`src/rtl/arcade_pkg.sv`:
```
// Shared types for the ROM download path.
//   rom_word_t  - one SDRAM write: word address, byte-lane enables, data.
//                 The address field is sized for the widest supported
//                 ADDR_W; narrower configurations zero-extend into it.
//   wr_state_e  - SDRAM issue FSM states.
package arcade_pkg;

    localparam int ROM_ADDR_MAX_W = 24;

    typedef struct packed {
        logic [ROM_ADDR_MAX_W-1:0] addr;
        logic [1:0]                ds;
        logic [15:0]               d;
    } rom_word_t;

    localparam int ROM_WORD_W = $bits(rom_word_t);

    typedef enum logic {
        IDLE,
        WAIT
    } wr_state_e;

    localparam logic [1:0] DS_LO   = 2'b01;
    localparam logic [1:0] DS_HI   = 2'b10;
    localparam logic [1:0] DS_BOTH = 2'b11;

endpackage

```
`src/rtl/rom_word_fifo.sv`:
```
// Synchronous word FIFO for packed ROM writes.
//   clk_sys, reset          - clock, synchronous active-high reset (pointers only)
//   push_i, push_word_i     - write request and word
//   pop_i                   - read request; head_o is the current head word
//   full_o, empty_o         - occupancy flags
// A push while full succeeds when a pop happens in the same cycle.
module rom_word_fifo
    import arcade_pkg::*;
#(
    parameter int DEPTH = 4
) (
    input  logic                  clk_sys,
    input  logic                  reset,
    input  logic                  push_i,
    input  logic [ROM_WORD_W-1:0] push_word_i,
    input  logic                  pop_i,
    output logic [ROM_WORD_W-1:0] head_o,
    output logic                  full_o,
    output logic                  empty_o
);

    localparam int AW = $clog2(DEPTH);
    localparam logic [AW:0] PTR_ONE = (AW+1)'(1);

    logic [AW:0]           wr_ptr_q, wr_ptr_d;
    logic [AW:0]           rd_ptr_q, rd_ptr_d;
    logic [ROM_WORD_W-1:0] mem_q [DEPTH];
    logic                  do_push, do_pop;

    always_comb begin
        empty_o  = (wr_ptr_q == rd_ptr_q);
        full_o   = (wr_ptr_q[AW] != rd_ptr_q[AW]) &&
                   (wr_ptr_q[AW-1:0] == rd_ptr_q[AW-1:0]);
        do_pop   = pop_i && !empty_o;
        do_push  = push_i && (!full_o || do_pop);
        wr_ptr_d = do_push ? wr_ptr_q + PTR_ONE : wr_ptr_q;
        rd_ptr_d = do_pop  ? rd_ptr_q + PTR_ONE : rd_ptr_q;
    end

    assign head_o = mem_q[rd_ptr_q[AW-1:0]];

    always_ff @(posedge clk_sys) begin
        if (reset) begin
            wr_ptr_q <= '0;
            rd_ptr_q <= '0;
        end else begin
            wr_ptr_q <= wr_ptr_d;
            rd_ptr_q <= rd_ptr_d;
        end
    end

    always_ff @(posedge clk_sys) begin
        if (do_push) begin
            mem_q[wr_ptr_q[AW-1:0]] <= push_word_i;
        end
    end

endmodule

```
`src/rtl/rom_download_writer.sv`:
```
// ROM download writer: packs the data_io ioctl byte stream into 16-bit
// SDRAM writes and issues them over a toggle req/ack port.
//   clk_sys, reset                  - clock, synchronous active-high reset
//   ioctl_download/index/wr/addr/dout - data_io download stream
//   port_req/ack                    - toggle handshake (done when equal)
//   port_a/ds/we/d                  - SDRAM word address, lanes, enable, data
//   rom_loaded                      - sticky, download fully written
//   busy                            - data held anywhere or write outstanding
//   overflow                        - sticky, a word was dropped (FIFO full)
module rom_download_writer
    import arcade_pkg::*;
#(
    parameter int ROM_INDEX  = 0,
    parameter int ADDR_W     = 23,
    parameter int FIFO_DEPTH = 4
) (
    input  logic              clk_sys,
    input  logic              reset,
    input  logic              ioctl_download,
    input  logic [7:0]        ioctl_index,
    input  logic              ioctl_wr,
    input  logic [24:0]       ioctl_addr,
    input  logic [7:0]        ioctl_dout,
    output logic              port_req,
    input  logic              port_ack,
    output logic [ADDR_W-1:0] port_a,
    output logic [1:0]        port_ds,
    output logic              port_we,
    output logic [15:0]       port_d,
    output logic              rom_loaded,
    output logic              busy,
    output logic              overflow
);

    localparam logic [7:0] ROM_IDX = 8'(ROM_INDEX);

    function automatic rom_word_t make_word(input logic [ADDR_W-1:0] a,
                                            input logic [1:0] ds,
                                            input logic [15:0] d);
        rom_word_t w;
        w.addr = ROM_ADDR_MAX_W'(a);
        w.ds   = ds;
        w.d    = d;
        return w;
    endfunction

    logic              wr_prev_q, wr_prev_d, dl_prev_q, dl_prev_d;
    logic              dl_armed_q, dl_armed_d, dl_done_q, dl_done_d;
    logic              partial_valid_q, partial_valid_d;
    logic [ADDR_W-1:0] partial_addr_q, partial_addr_d;
    logic [7:0]        partial_byte_q, partial_byte_d;
    logic              pend_valid_q, pend_valid_d;
    rom_word_t         pend_word_q, pend_word_d;
    wr_state_e         state_q, state_d;
    logic              port_req_q, port_req_d, port_we_q, port_we_d;
    logic [ADDR_W-1:0] port_a_q, port_a_d;
    logic [1:0]        port_ds_q, port_ds_d;
    logic [15:0]       port_d_q, port_d_d;
    logic              rom_loaded_q, rom_loaded_d, overflow_q, overflow_d;

    logic                  accept, dl_rise, dl_fall, byte_odd;
    logic [ADDR_W-1:0]     byte_waddr;
    logic                  push, pop, fifo_full, fifo_empty;
    rom_word_t             push_word, flush_word, head;
    logic [ROM_WORD_W-1:0] head_bits;
    logic                  unused_bits;

    assign accept     = ioctl_wr && !wr_prev_q && ioctl_download && (ioctl_index == ROM_IDX);
    assign dl_rise    = ioctl_download && !dl_prev_q;
    assign dl_fall    = !ioctl_download && dl_prev_q;
    assign byte_waddr = ioctl_addr[ADDR_W:1];
    assign byte_odd   = ioctl_addr[0];
    assign flush_word = make_word(partial_addr_q, DS_LO, {8'h00, partial_byte_q});
    assign head       = head_bits;
    assign unused_bits = ^{ioctl_addr, head.addr};

    // Byte packer. When a held partial must be flushed and the new byte is
    // odd, the FIFO would need two pushes in one cycle; the odd word is parked
    // in pend_word and pushed on the next cycle instead (ioctl bytes are at
    // least four cycles apart, so the push slot is free then).
    always_comb begin
        partial_valid_d = partial_valid_q;
        partial_addr_d  = partial_addr_q;
        partial_byte_d  = partial_byte_q;
        pend_valid_d    = 1'b0;
        pend_word_d     = pend_word_q;
        push            = pend_valid_q;
        push_word       = pend_word_q;
        if (accept) begin
            if (!byte_odd) begin
                if (partial_valid_q && partial_addr_q != byte_waddr) begin
                    push      = 1'b1;
                    push_word = flush_word;
                end
                partial_valid_d = 1'b1;
                partial_addr_d  = byte_waddr;
                partial_byte_d  = ioctl_dout;
            end else if (partial_valid_q && partial_addr_q == byte_waddr) begin
                push            = 1'b1;
                push_word       = make_word(byte_waddr, DS_BOTH, {ioctl_dout, partial_byte_q});
                partial_valid_d = 1'b0;
            end else if (partial_valid_q) begin
                push            = 1'b1;
                push_word       = flush_word;
                partial_valid_d = 1'b0;
                pend_valid_d    = 1'b1;
                pend_word_d     = make_word(byte_waddr, DS_HI, {ioctl_dout, 8'h00});
            end else begin
                push      = 1'b1;
                push_word = make_word(byte_waddr, DS_HI, {ioctl_dout, 8'h00});
            end
        end
        if (dl_fall && partial_valid_q) begin
            push            = 1'b1;
            push_word       = flush_word;
            partial_valid_d = 1'b0;
        end
    end

    rom_word_fifo #(.DEPTH(FIFO_DEPTH)) u_fifo (
        .clk_sys     (clk_sys),
        .reset       (reset),
        .push_i      (push),
        .push_word_i (push_word),
        .pop_i       (pop),
        .head_o      (head_bits),
        .full_o      (fifo_full),
        .empty_o     (fifo_empty)
    );

    // Issue FSM. A mismatched req/ack seen in IDLE (e.g. straight after a
    // reset that interrupted a write) parks in WAIT without issuing.
    always_comb begin
        state_d    = state_q;
        pop        = 1'b0;
        port_req_d = port_req_q;
        port_we_d  = port_we_q;
        port_a_d   = port_a_q;
        port_ds_d  = port_ds_q;
        port_d_d   = port_d_q;
        case (state_q)
            IDLE: begin
                if (port_req_q != port_ack) begin
                    state_d = WAIT;
                end else if (!fifo_empty) begin
                    pop        = 1'b1;
                    port_a_d   = head.addr[ADDR_W-1:0];
                    port_ds_d  = head.ds;
                    port_d_d   = head.d;
                    port_we_d  = 1'b1;
                    port_req_d = ~port_req_q;
                    state_d    = WAIT;
                end
            end
            WAIT: begin
                if (port_req_q == port_ack) begin
                    port_we_d = 1'b0;
                    state_d   = IDLE;
                end
            end
        endcase
    end

    // Download bookkeeping. Only a download whose rising edge was seen since
    // reset can set rom_loaded, so a reset mid-download never reports loaded.
    always_comb begin
        wr_prev_d    = ioctl_wr;
        dl_prev_d    = ioctl_download;
        dl_armed_d   = dl_armed_q;
        dl_done_d    = dl_done_q;
        overflow_d   = overflow_q;
        rom_loaded_d = rom_loaded_q;
        if (dl_rise) begin
            dl_armed_d   = 1'b1;
            dl_done_d    = 1'b0;
            overflow_d   = 1'b0;
            rom_loaded_d = 1'b0;
        end else if (dl_done_q && fifo_empty && !partial_valid_q && !pend_valid_q &&
                     !push && state_q == IDLE) begin
            rom_loaded_d = 1'b1;
        end
        if (dl_fall && dl_armed_q) begin
            dl_armed_d = 1'b0;
            dl_done_d  = 1'b1;
        end
        if (push && fifo_full && !pop) begin
            overflow_d = 1'b1;
        end
    end

    always_ff @(posedge clk_sys) begin
        port_req_q     <= port_req_d;
        partial_addr_q <= partial_addr_d;
        partial_byte_q <= partial_byte_d;
        pend_word_q    <= pend_word_d;
        if (reset) begin
            wr_prev_q       <= 1'b0;
            dl_prev_q       <= 1'b1;
            dl_armed_q      <= 1'b0;
            dl_done_q       <= 1'b0;
            partial_valid_q <= 1'b0;
            pend_valid_q    <= 1'b0;
            state_q         <= IDLE;
            port_we_q       <= 1'b0;
            port_a_q        <= '0;
            port_ds_q       <= '0;
            port_d_q        <= '0;
            rom_loaded_q    <= 1'b0;
            overflow_q      <= 1'b0;
        end else begin
            wr_prev_q       <= wr_prev_d;
            dl_prev_q       <= dl_prev_d;
            dl_armed_q      <= dl_armed_d;
            dl_done_q       <= dl_done_d;
            partial_valid_q <= partial_valid_d;
            pend_valid_q    <= pend_valid_d;
            state_q         <= state_d;
            port_we_q       <= port_we_d;
            port_a_q        <= port_a_d;
            port_ds_q       <= port_ds_d;
            port_d_q        <= port_d_d;
            rom_loaded_q    <= rom_loaded_d;
            overflow_q      <= overflow_d;
        end
    end

    assign port_req   = port_req_q;
    assign port_we    = port_we_q;
    assign port_a     = port_a_q;
    assign port_ds    = port_ds_q;
    assign port_d     = port_d_q;
    assign rom_loaded = rom_loaded_q;
    assign overflow   = overflow_q;
    assign busy       = !fifo_empty || partial_valid_q || pend_valid_q || (state_q == WAIT);

endmodule

```
`config.mk`:
```
export PLATFORM = sky130hd
export DESIGN_NAME = rom_download_writer
export DESIGN_NICKNAME = d
export VERILOG_FILES = /design/src/rtl/arcade_pkg.sv /design/src/rtl/rom_word_fifo.sv /design/src/rtl/rom_download_writer.sv
export SDC_FILE = /design/constraint.sdc
export NUM_CORES = 1
export LEC_CHECK = 0
export CAP_MARGIN = 20
export CORE_AREA = 2 2 161 163
export DETAILED_ROUTE_END_ITERATION = 8
export DIE_AREA = 0 0 163 165
export SYNTH_ARGS = -nofsm -noshare
export SYNTH_HDL_FRONTEND = slang
export SYNTH_SLANG_ARGS = --single-unit
export TNS_END_PERCENT = 30
```
`constraint.sdc`:
```
create_clock -name clk_sys -period 6.7 [get_ports clk_sys]
set_clock_uncertainty 0.2 [all_clocks]
set_input_delay 1.005 -clock clk_sys [delete_from_list [all_inputs] [get_ports clk_sys]]
set_output_delay 1.005 -clock clk_sys [all_outputs]
set_load 0.01 [all_outputs]
```
* Word level (Yosys, flattened, before mapping)
Memories as Yosys holds them, arrays and structs flattened. A register that Yosys moved wholly into a read port is not among the register bits.
Cells that the tools add are included.
** Word-level totals
- Bits in latches :: 0
- Register bits after elaboration :: 79
- Memory bits (read-only) :: 0
- RAM bits :: 168
- Memories kept :: 1
- Output and inout port bits :: 46
** Cells by class
- Shifts and indexed selects :: 0
- Multiplexer cells :: 27
- Bitwise operators :: 7
- Reduce and logical (&&, ||, !) cells :: 43
- Equality and inequality tests :: 10
- $add $sub $neg :: 2
- Multipliers :: 0
- Order comparisons :: 0
- Div/mod/pow operators :: 0
** Memories
- u_fifo.mem_q :: depth 4, width 42, rd ports 1, clocked after memory_dff 1, write ports 1, RTL line rom_word_fifo.sv:27 : logic [ROM_WORD_W-1:0] mem_q [DEPTH];
** Operator list (number)
- 42-bit two-way mux :: 3
- 41-bit two-way mux :: 3
- 23-bit == test :: 1
- 23-bit inequality test :: 1
- 1-bit logical AND :: 19
- 1-bit two-way mux :: 19
- 1-bit logical NOT :: 9
- 8-bit logical NOT :: 1
- 1-bit NOT :: 7
- 3-bit by 1-bit adder with 3-bit output (second input constant) :: 2
- 3-bit AND reduction :: 2
- 2-bit OR reduction :: 3
- 1-bit logical OR :: 4
- 2-bit inequality test (second input constant) :: 2
- 1-bit case mux with 2 select lines :: 2
- 4-bit AND reduction :: 1
- 2-bit nonzero test :: 2
- 4-bit OR reduction :: 1
- 3-bit == test :: 1
- 2-bit == test :: 1
- 1-bit inequality test :: 2
- 2-bit by 1-bit inequality test with 1-bit output (second input constant) :: 1
- 2-bit AND reduction :: 1
- 1-bit == test :: 1

* Logic depth before layout (Yosys ltp)
Gate-level depths: netlist of run 1.
- Depth in word-level cells :: 9
- Gate-level depth with buffers :: 9

* Modules after synthesis
From an unflattened synthesis of run 1, not the netlist that was laid out.
** Second synthesis, totals
- Cell total of the unflattened synthesis :: 751
- Area total of the unflattened synthesis :: 11588.6 um2
** By module, submodules not included
- rom_word_fifo :: cells each 275, sequential area each 5205.0 um2, area each 6583.8 um2, instances 1
- rom_download_writer :: cells each 476, sequential area each 2912.8 um2, area each 5004.8 um2, instances 1

* Worst setup path before layout of run 1
No wires, ideal clock.
- Path kind :: input port to flip-flop
- Start point :: input ioctl_index[5]
- End point :: register u_fifo.wr_ptr_q[2]
- Path buffers :: 0
- Setup slack :: 2.467 ns
- Library setup time :: 0.123 ns
- Arrival time :: 3.910 ns
- Stages on the path :: 6
- Cell sequence :: nor4b_1 > and3_1 > and2_1 > o21ai_2 > nor3b_2 > mux2_1
** On the way
- Word-level cells in the longest chain between the ends :: 5
** Ends and longest elaborated chain
- start: declaration :: RTL line rom_download_writer.sv:20 : input logic [7:0] ioctl_index,
- 8-bit logical NOT :: RTL line rom_download_writer.sv:68 : assign accept = ioctl_wr && !wr_prev_q && ioctl_download && (ioctl_index == ROM_IDX);
- 1-bit logical AND :: RTL line rom_download_writer.sv:68
- 1-bit two-way mux :: RTL line rom_download_writer.sv:89 : if (accept) begin
- 1-bit two-way mux :: RTL line rom_download_writer.sv:113 : if (dl_fall && partial_valid_q) begin
- 1-bit logical AND :: RTL line rom_word_fifo.sv:35 : do_push = push_i && (!full_o || do_pop);
- end signal: assignment :: RTL line rom_word_fifo.sv:47 : wr_ptr_q <= wr_ptr_d;
- end: declaration :: RTL line rom_word_fifo.sv:25 : logic [AW:0] wr_ptr_q, wr_ptr_d;
Every way passes these cells.
A chain may end at the register's enable or synchronous reset.

* Worst setup path after layout of run 1
- Start point :: input ioctl_download
- End point :: memory u_fifo.mem_q[0][21] (netlist name), enable pin
** On the way
- Word-level cells in the longest chain between the ends :: 7
- Elaborated cells on any way between the ends :: 10
- Those cells by class :: mux (4); reduce/logical (6)
** Ends and longest elaborated chain
- start: declaration :: RTL line rom_download_writer.sv:19 : input logic ioctl_download,
- 1-bit logical AND / 1-bit logical NOT (equally long branches) :: RTL line rom_download_writer.sv:68, rom_download_writer.sv:70
- 1-bit logical AND, on equally long branches :: RTL line rom_download_writer.sv:68, rom_download_writer.sv:70
- 1-bit two-way mux / 1-bit logical AND (equally long branches) :: RTL line rom_download_writer.sv:89, rom_download_writer.sv:113
- 1-bit two-way mux (*) :: RTL line rom_download_writer.sv:113
- 1-bit logical AND (*) :: RTL line rom_word_fifo.sv:35
- 1-bit two-way mux (*) :: RTL line rom_word_fifo.sv:53 : if (do_push) begin
- 1-bit two-way mux (not written as such) (*) :: RTL line rom_word_fifo.sv:54 : mem_q[wr_ptr_q[AW-1:0]] <= push_word_i;
- end: declaration :: RTL line rom_word_fifo.sv:27
Every way passes the cells marked *; elsewhere a longest branch is shown, timed or not.

==> flow_summary_export.csv, run 1 <==
group,metric,value,unit
critical_path,rr_worst_depth,7,
synth,synth_compound_area_share,5.02,%
synth,synth_top_area_cell,"edfxtp_1",
clock_network,post_cts_buffers,0,
timing,fin_crit,4460,ps
power,power.leakage,4.29,nW
power,clockPowerShare,47.7,%
clock_network,cts_tree,"yes",
synth,syn_area,11200,sq um
critical_path,r2r-start,"wr_prev_q",
clock_network,h-tree-depth,1,
grt,grt_pass1_vias,6574,
critical_path,cp.arrival,4500,ps
detailed_routing,vias_per_cell,5.31,
finish,layout-drive-gt1-share,17.9,%
clock_network,clockBufferDepth,3,
detailed_routing,drt_iter0_markers,367,
power,p_total,3.74,mW
clock_network,ctsRootBufferMaster,"clkbuf_16",
floorplanning,die_x,163,um
synth,ys_seq_area_share,71.0,%
floorplanning,die_h,165,um
grt,grt_use_total,17.8,%
detailed_routing,postRouteAntennaNets,0,
place,numPortBuffers,90,
clock_network,cts_hold_buf,0,
timing,tns,0,ps
detailed_routing,wl_per_cell,20.1,um
finish,diodes,0,
synth,synth_edf_count,227,
power,power.share.sequential,50.4,%
detailed_routing,dr.pass1.iters,4,
timing,period_share,66.5,%
timing,grt_setup_unrepaired,"no",
place,place_congestion,0.763,
detailed_routing,routed_wl,23100,um
critical_path,path_max_fanout,21,
synth,synth_commonest_cells,"edfxtp_1 (227), nand2_1 (90), dfxtp_1 (57)",
timing,hold_viol,0,
floorplanning,initial_utilization,44.8,%
finish,area_growth_syn_to_layout,21.7,%
synth,synth_nets,747,
timing,holdWs,253,ps
clock_network,clk_latency,540,ps
synth,syn-mean-instance-area,16.1,sq um
critical_path,r2r-end,"u_fifo.mem_q[0][21]",
worst_hold_path,min-delay-start,"port_d[9]",
finish,final_nets,848,
floorplanning,coreArea,25000,sq um
power,power.density,274,nW/um^2
power,netSwitchingFraction,18.4,%
synth,yosysWarnings,0,
timing,fmax,224,MHz
synth,muxShareOfSynthArea,11.4,%
synth,synth_simple_gate_area_share,7.95,%
place,dp_hpwl,14000,um
critical_path,critPathKind,"in2reg",
grt,grt_overflow,0,
grt,grt_antenna_before_repair,0,
clock_network,post_cts_resized,0,
floorplanning,boundaryPins,92,
power,combPwrFrac,1.9,%
synth,synth_top_family_by_area,"multiplexers",
place,placed_cells,1095,
timing,worstMarginPinSlew,1030,ps
synth,synth_fa_ha_area_share,0.558,%
timing,maxSlewHeadroom,30.9,%
detailed_routing,drc,0,
worst_hold_path,hold_end,"port_d[9]",
grt,grt_max_degree,58,
synth,synth_top_area_share,60.8,%
power,power_switching,0.690,mW
synth,synthFlopType,"edfxtp_1",
synth,synth_area_leaders,"edfxtp_1 (61%), dfxtp_1 (10%), mux4_2 (8.2%)",
critical_path,cp-start-kind,"input pin",
synth,synth-xor-area-share,2.34,%
finish,fin_cells,1151,
floorplanning,dieArea,26900,sq um
power,peakVddDrop,213,uV
clock_network,clkTransAtPathRegs,60,ps
run,cap_violations,0,
grt,grt_pass1_wl,36500,um
clock_network,numCtsBuffers,30,
synth,async_reset_ff_share,0,%
run_status,status,"finished clean",
synth,synth_most_common_cell,"edfxtp_1",
detailed_routing,vias,6117,
synth,synthCells,696,
critical_path,worstPathRequired,6740,ps
worst_hold_path,hold_depth,2,
critical_path,endpoint_kind,"flop",
synth,ys_ff_latch,284,
power,p_int,3.05,mW
timing,slew_violations,0,
synth,synth_cell_types,48,
worst_hold_path,holdCritPathClass,"reg2reg",
timing,setup_viol,0,
critical_path,rrSetupSlack,3000,ps
clock_network,cts_sinks,284,
floorplanning,placementRows,58,
==> area by class of cell <==
cell class,instances,area [sq um]
clock buffer,42,867
clock inverter,14,224
fill,1993,11400
inverter,7,26.3
multi-input combinational,370,3090
sequential,284,7960
tap,330,413
timing repair buffer,104,1070
==> critical path, cell delays in order <==
cell,delay [ps]
clkdlybuf4s50_1,570
nor4b_1,680
and4_1,720
or3_1,330
o21ai_2,130
nor2_1,170
and2_2,590
buf_12,270
==> layout by cell type, fill, tap and decap left out, types with 5 or more instances in the layout <==
master	count
mux2i_1	8
inv_1	6
nand2_1	89
clkbuf_8	5
clkdlybuf4s50_1	89
mux2_2	23
and2_1	33
xnor2_1	6
nor2_1	19
ha_1	5
nor4_1	5
a221o_1	23
xor2_1	24
dfxtp_1	55
edfxtp_1	227
clkinv_2	5
buf_4	9
clkbuf_16	31
clkbuf_1	6
a21oi_1	48
bufinv_16	6
mux4_2	41
==> flip-flops by register name, summed over array words and instances, names as in the netlist, 2 cells and up <==
name / count
u_fifo.mem_q: 164
partial_addr_q: 23
u_fifo.wr_ptr_q: 3
u_fifo.rd_ptr_q: 3
port_ds: 2
partial_byte_q: 8
port_d: 16
pend_word_q: 31
port_a: 23
==> kinds of logic after synthesis <==
logic type | after synthesis
buf+inv | 42
fa+ha+maj | 5
compound gates | 83
mux | 73
simple gates | 179
xor+xnor | 30
flops | 284
==> how the worst max path moves through the flow <==
stage / startpoint / end / cells after the start
6_report: ioctl_download / u_fifo.mem_q[0][21] / 8
5_1_grt: ioctl_download / u_fifo.mem_q[0][23] / 8
4_1_cts: ioctl_download / u_fifo.mem_q[0][23] / 8
3_5_place_dp: ioctl_download / u_fifo.mem_q[1][26] / 8
3_3_place_gp: ioctl_download / u_fifo.mem_q[0][25] / 7
2_1_floorplan: ioctl_index[5] / u_fifo.wr_ptr_q[2] / 6
==> per-layer routing <==
metal	wire length (um)	vias up	global-route usage, %
met1	9960	3076	23.6
li1	-	2849	-
met2	11400	162	30.6
met4	360	0	4.14
met5	0	-	0
met3	1400	30	3.31
==> power by group through the flow <==
| stage | clock (mW) | combinational (mW) | sequential (mW) |
|---|---|---|---|
| 2_1_floorplan | 0 | 0.0268 | 1.92 |
| 3_3_place_gp | 0 | 0.0709 | 1.92 |
| 3_5_place_dp | 0 | 0.0726 | 1.92 |
| 4_1_cts | 1.82 | 0.0731 | 1.89 |
| 5_1_grt | 1.90 | 0.0778 | 1.89 |
| 6_report | 1.78 | 0.0723 | 1.89 |
==> metrics by stage <==
| step | setup WS [ps] | instance area (sq um) | utilization [%] |
|---|---|---|---|
| floorplan | 2470 | 11200 | - |
| finish | 2240 | 13600 | 54.5 |
| detailed placement | 1710 | 12600 | 50.1 |
| CTS | 2270 | 13600 | 54.5 |
| global placement | 1650 | 12400 | 49.7 |
| global route | 2040 | 13600 | 54.5 |
Power figures use the tool's default switching activity.
==> inputs of run 2 (changes only) <==
--- a/config.mk
+++ b/config.mk
@@ -9,6 +9,7 @@
 export CORE_AREA = 2 2 161 163
 export DETAILED_ROUTE_END_ITERATION = 8
 export DIE_AREA = 0 0 163 165
+export PLACE_DENSITY = 0.66
 export SYNTH_ARGS = -nofsm -noshare
 export SYNTH_HDL_FRONTEND = slang
 export SYNTH_SLANG_ARGS = --single-unit
==> constraint.sdc (replaced) <==
create_clock -name clk_sys -period 3.8 [get_ports clk_sys]
set_clock_uncertainty 0.2 [all_clocks]
set_input_delay 0.57 -clock clk_sys [delete_from_list [all_inputs] [get_ports clk_sys]]
set_output_delay 0.57 -clock clk_sys [all_outputs]
set_load 0.01 [all_outputs]
==> run 2 against run 1 <==
Against the previous run: first-iteration DRC count grew 37%; clock power increased by 82%; flip-flop and latch count is the same; cell count increased by 0.43%.
==> flow_summary_export.csv, run 2 (synthesis gave the netlist of run 1 again) <==
group,metric,value,unit
floorplanning,coreArea,25000,sq um
power,peakVddDrop,290,uV
power,power.leakage,4.34,nW
finish,final_util,54.8,%
place,dp_hpwl,14300,um
finish,regArea,7960,sq um
clock_network,cts_hold_buf,0,
finish,largest_reg_flops,164,
clock_network,numCtsBuffers,28,
timing,fin_crit,3250,ps
detailed_routing,vias,6261,
detailed_routing,drc,0,
grt,grt_pass1_vias,6572,
clock_network,cts_tree,"yes",
critical_path,crit_buf_inv,1,
timing,fmax,307,MHz
worst_hold_path,holdCritPathClass,"reg2reg",
clock_network,post_cts_buffers,0,
finish,layout_commonest_cell,"edfxtp_1",
place,placed_cells,1104,
critical_path,endpoint_kind,"output port",
power,p_total,6.69,mW
detailed_routing,vias_per_cell,5.42,
detailed_routing,dr.pass1.iters,7,
floorplanning,initial_utilization,44.8,%
critical_path,r2r-end,"u_fifo.mem_q[2][21]",
floorplanning,placementRows,58,
grt,grt_pass1_wl,36300,um
clock_network,ctsRootBufferMaster,"clkbuf_16",
place,dp_worst_setup_slack,232,ps
timing,hold_viol,0,
timing,holdWs,254,ps
finish,area_growth_syn_to_layout,22.4,%
critical_path,path_max_fanout,5,
critical_path,rrSetupSlack,870,ps
place,numPortBuffers,90,
finish,mostFrequentLayoutCells,"edfxtp_1 (227), nand2_1 (90), clkdlybuf4s50_1 (89), dfxtp_1 (55), a21oi_1 (48)",
finish,diodes,0,
detailed_routing,postRouteAntennaNets,0,
critical_path,critPathKind,"reg2out",
worst_hold_path,min-delay-start,"port_a[16]",
clock_network,clkTransAtPathRegs,60,ps
place,place_congestion,0.780,
grt,grt_overflow,0,
timing,setup_viol,0,
detailed_routing,drt_iter0_markers,504,
run_status,status,"finished clean",
finish,fin_cells,1156,
critical_path,r2r-start,"partial_addr_q[6]",
grt,grt_max_degree,44,
timing,layout_setup_ws,545,ps
finish,fillers,1971,
detailed_routing,routed_wl,23300,um
critical_path,crit_family,"simple AND/OR/NAND/NOR gates",
floorplanning,boundaryPins,92,
grt,grt_use_total,17.7,%
critical_path,crit_start,"u_fifo.wr_ptr_q[1]",
clock_network,clockBufferDepth,3,
power,power.density,488,nW/um^2
timing,worstMarginPinSlew,1050,ps
finish,fin_area,13700,sq um
clock_network,clk_latency,540,ps
timing,period_share,85.7,%
finish,final_nets,855,
timing,tns,0,ps
critical_path,critPathSlowestCell,"clkdlybuf4s50_1",
critical_path,cp-start-kind,"flop",
clock_network,post_cts_resized,0,
finish,multi_input_area,3080,sq um
floorplanning,die_h,165,um
floorplanning,dieArea,26900,sq um
critical_path,worstPathRequired,3030,ps
critical_path,path_depth,5,
floorplanning,die_x,163,um
clock_network,h-tree-depth,1,
critical_path,endpoint,"busy",
critical_path,path_cells,"xor2_1, or2_1, nand2b_1, or4_4, clkdlybuf4s50_1",
timing,maxSlewHeadroom,29.7,%
timing,grt_setup_unrepaired,"no",
critical_path,rr_worst_depth,6,
clock_network,cts_sinks,284,
detailed_routing,wl_per_cell,20.2,um
place,place_area,12600,sq um
grt,grt_antenna_before_repair,1,
critical_path,cp.arrival,2480,ps
critical_path,max_stage_delay,500,ps
run,cap_violations,0,
timing,slew_violations,0,
finish,layout-drive-gt1-share,18.6,%
==> run 2: where the power goes <==
group | internal, mW | switching, mW | total [mW] | leakage (nW)
clock | 2.09 | 1.15 | 3.24 | 0.535
combinational | 0.0678 | 0.0620 | 0.130 | 1.37
sequential | 3.32 | 0.00232 | 3.33 | 2.44
==> run 2: worst min-delay path by stage <==
stage                      end  slack, ps  cells after the start
floorplan            dl_done_q        230                      2
global placement     port_d[3]        240                      2
detailed placement   port_d[2]        250                      2
CTS                  port_d[2]        250                      2
global route        port_a[20]        280                      2
finish              port_a[16]        250                      2
==> run 2: area by class of cell <==
cell class	count	area share (%)
Sequential cell	284	58.0
Multi-Input combinational cell	370	22.5
Timing Repair Buffer	113	8.25
Clock buffer	32	5.45
Tap cell	330	3.01
Clock inverter	20	2.60
Inverter	7	0.192
==> run 2: metal layers <==
metal	wire length, um	GRT usage (%)	vias to the layer above
met5	0	0	-
met4	535	5.87	0
met3	1580	4.14	44
met2	11700	30.2	189
met1	9540	22.5	3152
li1	-	-	2876
==> run 2: worst register-to-register path, delay by kind of cell, from the launching register on <==
kind	cells	cell delay [ps]
flip-flops	1	420
AO/OA/AOI/OAI	3	1130
XOR/XNOR	1	190
AND/OR/NAND/NOR	2	710
